==> src/rtl/alu_rr_scheduler.sv <==
// Round-robin scheduler that shares one external add/sub ALU among NUM_REQ requesters.
// One operation in flight: IDLE (grant) -> EXEC (capture ALU result) -> RESP (hold until taken).
module alu_rr_scheduler #(
    parameter int NUM_REQ = 4,
    parameter int DATA_W  = 4,
    parameter int ID_W    = $clog2(NUM_REQ)
) (
    input  logic                        clk,
    input  logic                        rst_n,
    input  logic [NUM_REQ-1:0]          req_valid,
    output logic [NUM_REQ-1:0]          req_ready,
    input  logic [NUM_REQ*DATA_W-1:0]   req_a,
    input  logic [NUM_REQ*DATA_W-1:0]   req_b,
    input  logic [NUM_REQ-1:0]          req_mode,
    output logic [DATA_W-1:0]           alu_a,
    output logic [DATA_W-1:0]           alu_b,
    output logic                        alu_mode,
    input  logic [DATA_W:0]             alu_result,
    output logic                        rsp_valid,
    input  logic                        rsp_ready,
    output logic [ID_W-1:0]             rsp_id,
    output logic [DATA_W:0]             rsp_result,
    output logic                        busy
);

    typedef enum logic [1:0] {
        S_IDLE = 2'd0,
        S_EXEC = 2'd1,
        S_RESP = 2'd2
    } state_t;

    state_t              r_state;
    state_t              w_state_nxt;
    logic [ID_W-1:0]     r_rr_ptr;
    logic [ID_W-1:0]     w_grant_id;
    logic                w_grant_found;
    logic [ID_W-1:0]     w_ptr_nxt;
    logic [DATA_W-1:0]   r_alu_a;
    logic [DATA_W-1:0]   r_alu_b;
    logic                r_alu_mode;
    logic                r_rsp_valid;
    logic [ID_W-1:0]     r_rsp_id;
    logic [DATA_W:0]     r_rsp_result;
    logic                w_accept;
    logic                w_rsp_done;

    function automatic logic [ID_W-1:0] wrap_idx(input logic [ID_W-1:0] base,
                                                 input int unsigned      off);
        int unsigned s;
        s = int'(base) + off;
        if (s >= NUM_REQ) begin
            s = s - NUM_REQ;
        end
        return ID_W'(s);
    endfunction

    // Priority search starting at r_rr_ptr and wrapping past NUM_REQ-1.
    always_comb begin
        logic [ID_W-1:0] w_idx;
        w_grant_found = 1'b0;
        w_grant_id    = '0;
        w_idx         = '0;
        for (int unsigned i = 0; i < NUM_REQ; i++) begin
            w_idx = wrap_idx(r_rr_ptr, i);
            if (!w_grant_found && req_valid[w_idx]) begin
                w_grant_found = 1'b1;
                w_grant_id    = w_idx;
            end
        end
    end

    always_comb begin
        if (w_grant_id == ID_W'(NUM_REQ - 1)) begin
            w_ptr_nxt = '0;
        end else begin
            w_ptr_nxt = w_grant_id + 1'b1;
        end
    end

    assign w_accept   = (r_state == S_IDLE) && w_grant_found;
    assign w_rsp_done = (r_state == S_RESP) && r_rsp_valid && rsp_ready;

    // Ready is masked by rst_n so nothing looks accepted while reset is held.
    always_comb begin
        req_ready = '0;
        if (rst_n && w_accept) begin
            req_ready[w_grant_id] = 1'b1;
        end
    end

    always_comb begin
        w_state_nxt = r_state;
        case (r_state)
            S_IDLE: begin
                if (w_grant_found) begin
                    w_state_nxt = S_EXEC;
                end
            end
            S_EXEC: begin
                w_state_nxt = S_RESP;
            end
            S_RESP: begin
                if (rsp_ready) begin
                    w_state_nxt = S_IDLE;
                end
            end
            default: begin
                w_state_nxt = S_IDLE;
            end
        endcase
    end

    always_ff @(posedge clk or negedge rst_n) begin
        if (!rst_n) begin
            r_state <= S_IDLE;
        end else begin
            r_state <= w_state_nxt;
        end
    end

    always_ff @(posedge clk or negedge rst_n) begin
        if (!rst_n) begin
            r_rr_ptr     <= '0;
            r_alu_a      <= '0;
            r_alu_b      <= '0;
            r_alu_mode   <= 1'b0;
            r_rsp_id     <= '0;
            r_rsp_result <= '0;
            r_rsp_valid  <= 1'b0;
        end else begin
            if (w_accept) begin
                r_alu_a    <= req_a[w_grant_id*DATA_W +: DATA_W];
                r_alu_b    <= req_b[w_grant_id*DATA_W +: DATA_W];
                r_alu_mode <= req_mode[w_grant_id];
                r_rsp_id   <= w_grant_id;
                r_rr_ptr   <= w_ptr_nxt;
            end
            if (r_state == S_EXEC) begin
                r_rsp_result <= alu_result;
                r_rsp_valid  <= 1'b1;
            end
            if (w_rsp_done) begin
                r_rsp_valid <= 1'b0;
            end
        end
    end

    assign alu_a      = r_alu_a;
    assign alu_b      = r_alu_b;
    assign alu_mode   = r_alu_mode;
    assign rsp_valid  = r_rsp_valid;
    assign rsp_id     = r_rsp_id;
    assign rsp_result = r_rsp_result;
    assign busy       = (r_state != S_IDLE);

endmodule

==> config.mk <==
export PLATFORM = sky130hd
export DESIGN_NAME = alu_rr_scheduler
export DESIGN_NICKNAME = d
export VERILOG_FILES = /design/src/rtl/alu_rr_scheduler.sv
export SDC_FILE = /design/constraint.sdc
export NUM_CORES = 1
export LEC_CHECK = 0
export ABC_AREA = 0
export ABC_CLOCK_PERIOD_IN_PS = 2600
export BUFFER_PORTS_ARGS = -buffer_cell sky130_fd_sc_hd__buf_2
export CORE_ASPECT_RATIO = 0.8
export CORE_MARGIN = 8
export CORE_UTILIZATION = 43
export CTS_CLUSTER_SIZE = 16
export DETAILED_ROUTE_END_ITERATION = 12
export PLACE_DENSITY = 0.86
export SETUP_SLACK_MARGIN = 0.1
export SLEW_MARGIN = 25
export SYNTH_ARGS = -nofsm -noshare
export SYNTH_HDL_FRONTEND = slang
export SYNTH_SLANG_ARGS = --single-unit
export TNS_END_PERCENT = 100
==> constraint.sdc <==
create_clock -name clk -period 2.6 [get_ports clk]
set_input_delay 0.13 -clock clk [delete_from_list [all_inputs] [get_ports clk]]
set_output_delay 0.13 -clock clk [all_outputs]
set_load 0.03 [all_outputs]
==> results.yml <==
run_status:
  status: "complete, no violations"
pwr:
  pwr-share-comb_pct: 60.8
  powerDensity_mw_per_mm2: 1200
  pwr-share-clk_pct: 10.6
  ir_worst_vdd_mv: 0.478
  switching_power_mw: 1.04
  leakage_nw: 0.837
  p_int_mw: 1.09
  p_sw_share_pct: 49.0
  seqPwrFrac_pct: 28.6
timing:
  worst_slew_pin_slew_ns: 0.510
  max_freq_ghz: 0.443
  finalWorstSetupSlack_ns: 0.342
  finalHoldViolCount: 0
  setup_viol: 0
  min_period_ns: 2.26
  finalCritPeriodShare_pct: 86.8
  fin_hold_ws_ns: 0.0921
  grt_setup_unrepaired: "no"
  clock_skew_ns: 0.00198
  setup_tns_ns: 0
  relSlewSlack_pct: 66.0
  maxSlewViolCount: 0
clock_tree:
  clockBufferDepth: 2
  worstSkewPairLatency_ns: 0.27
  path_clk_slew_ns: 0.08
  post_cts_resized: 0
  cts_sinks: 21
  cts_tree: "yes"
  cts_root_buf: "clkbuf_8"
  cts_inserted_buffers: 3
  cts_htree_levels: 1
routing:
  wl_per_cell_um: 16.7
  first_iter_violations: 57
  drcViolationCount: 0
  finalWirelength_um: 3870
  via_count: 1209
  ant_nets: 0
  via_per_inst: 5.21
  first_pass_iters: 4
logic_synthesis:
  synth_seq_cells: 21
  synth_top_area_cell: "dfrtp_1"
  synth_top_family_by_area: "simple AND/OR/NAND/NOR gates"
  synth_mux_area_share_pct: 12.7
  synth_compound_gate_area_share_pct: 15.0
  syn_inst: 125
  synth_warnings: 0
  synth_nets: 174
  synthXorXnorAreaFrac_pct: 0
  syn_area_per_cell_sq_um: 11.2
  yosysSeqAreaShare_pct: 37.4
  synth_fa_ha_area_share_pct: 0.891
  synth.cell_area_sq_mm: 0.00140
  synth_simple_gate_area_share_pct: 25.5
  yosysUniqueCellTypes: 35
  synthTopCellsByArea: "dfrtp_1, nor3b_2, mux2i_1"
  yosysTopAreaCellShare_pct: 37.4
worst_setup_path:
  worst_ep_required_time_ns: 2.47
  start_kind: "register"
  cp.arrival_ns: 2.13
  worstSetupEndpointType: "primary output"
  cp_max_fo: 11
  r2r_setup_slack_ns: 0.62
  crit_type: "reg -> out"
global_route:
  grt_pass1_vias: 1284
  grt_max_degree: 24
  track_usage_pct: 14.4
  grt_overflow: 0
  grt_pass1_wl_um: 6100
  antenna_found_initial: 0
cells_and_area:
  insertedDiodeCount: 0
  fillers: 286
  layout_commonest_cell: "buf_2"
  area_growth_pct: 26.8
  fin_nets: 242
  layout-drive-gt1-share_pct: 57.3
  final_cell_mix: "buf_2, dfrtp_1, mux2i_1, o21ai_0, nor2_1"
floorplan:
  fp.dieH_um: 67.1
  die_w_um: 79.9
  start_util_pct: 45.2
  fp.dieArea_sq_mm: 0.00536
  fp-row-count: 18
  io-pin-count: 70
  core-area_sq_mm: 0.00311
placement:
  io_buffer_count: 69
  dp_slack_ns: 0.623
  dp_hpwl_um: 3070
  gp_congestion: 0.780
min_path:
  hold_path.class: "in -> reg"
run:
  maxCapViolCount: 0
## critical path: stages (launching register included)
cell and delay (ns):
dfrtp_1 0.41, or2_2 0.31, or2_2 0.42, clkinv_1 0.13, nand2_1 0.11, nor3b_1 0.24
buf_2 0.23
## power groups by stage
| stage | clock (mW) | combinational (mW) | sequential (mW) |
|---|---|---|---|
| 5_1_grt | 0.245 | 1.40 | 0.633 |
| 3_3_place_gp | 0 | 1.27 | 0.606 |
| 3_5_place_dp | 0 | 1.31 | 0.616 |
| 2_1_floorplan | 0 | 0.771 | 0.863 |
| 6_report | 0.227 | 1.30 | 0.610 |
| 4_1_cts | 0.231 | 1.31 | 0.611 |
## path summary, 6_finish.rpt
check                                           from                        end  depth (start not counted)
max                           r_state[0]$_DFFE_PN0P_               req_ready[2]                          6
min                                    alu_result[2]  rsp_result[2]$_DFFE_PN0P_                          2
max reg2reg                   r_state[0]$_DFFE_PN0P_       alu_mode$_DFFE_PN0P_                          5
min reg2reg                rsp_result[2]$_DFFE_PN0P_  rsp_result[2]$_DFFE_PN0P_                          1
max in group asynchronous                      rst_n       alu_mode$_DFFE_PN0P_                          2
min in group asynchronous                      rst_n  rsp_result[0]$_DFFE_PN0P_                          2
## synth_stat cells, drive strengths merged
master / instances
mux2i: 10
mux2: 7
ha: 1
dfrtp: 21
clkbuf: 1
and3: 1
o21ai: 10
a21boi: 1
nor3: 1
o32ai: 1
nor2b: 1
or2: 3
nor4b: 9
inv: 4
o2bb2a: 1
a211oi: 9
buf: 9
clkinv: 1
nor3b: 11
a21oi: 5
nand2: 2
nor2: 11
nor4: 2
a21o: 1
and2: 2
## sequential cells by signal, summed over array words and instances (netlist names)
signal and cells:
rsp_result 5, r_state 2, rsp_id 2, rsp_valid 1, r_rr_ptr 2, alu_mode 1
alu_b 4, alu_a 4
## kinds of logic (layout without fill, tap and decap cells)
logic type	after synthesis	count (layout)
AND/OR/NAND/NOR	43	43
AO/OA/AOI/OAI	28	28
flip-flops	21	21
multiplexers	17	17
buffers and inverters	15	82
adder cells (fa/ha/maj)	1	1
## routing by layer
layer | track usage (%) | up-vias | wire length [um]
met2 | 24.4 | 44 | 1830
met3 | 4.30 | 5 | 364
met4 | 5.43 | 0 | 51
met1 | 16.8 | 568 | 1630
met5 | 0 | - | 0
li1 | - | 592 | -
## per-stage QoR
| step | util (%) | instances | area [sq um] | total power, mW |
|---|---|---|---|---|
| after floorplan | - | 125 | 1400 | 1.63 |
| after global placement | 55.4 | 227 | 1720 | 1.88 |
| after detailed placement | 55.4 | 227 | 1720 | 1.92 |
| after CTS | 57.3 | 232 | 1780 | 2.16 |
| after global routing | 57.3 | 232 | 1780 | 2.28 |
| final | 57.3 | 232 | 1780 | 2.13 |
## cell type report
cell class                 count  area [sq um]  share of cell area, %
clock buffer                   3          41.3                   2.32
inverter                       5          18.8                   1.05
timing repair buffer          73           378                   21.2
sequential                    21           526                   29.5
tap                           40          50.0                   2.81
clock inverter                 1          7.51                  0.422
multi-input combinational     89           759                   42.7
## timing repair
| action | 4_1_cts | 5_1_grt |
|---|---|---|
| hold buffers | 1 | 0 |
| endpoints found under the hold margin | 21 | 0 |
| setup buffers | 0 | 0 |
Power figures use the tool's default switching activity.
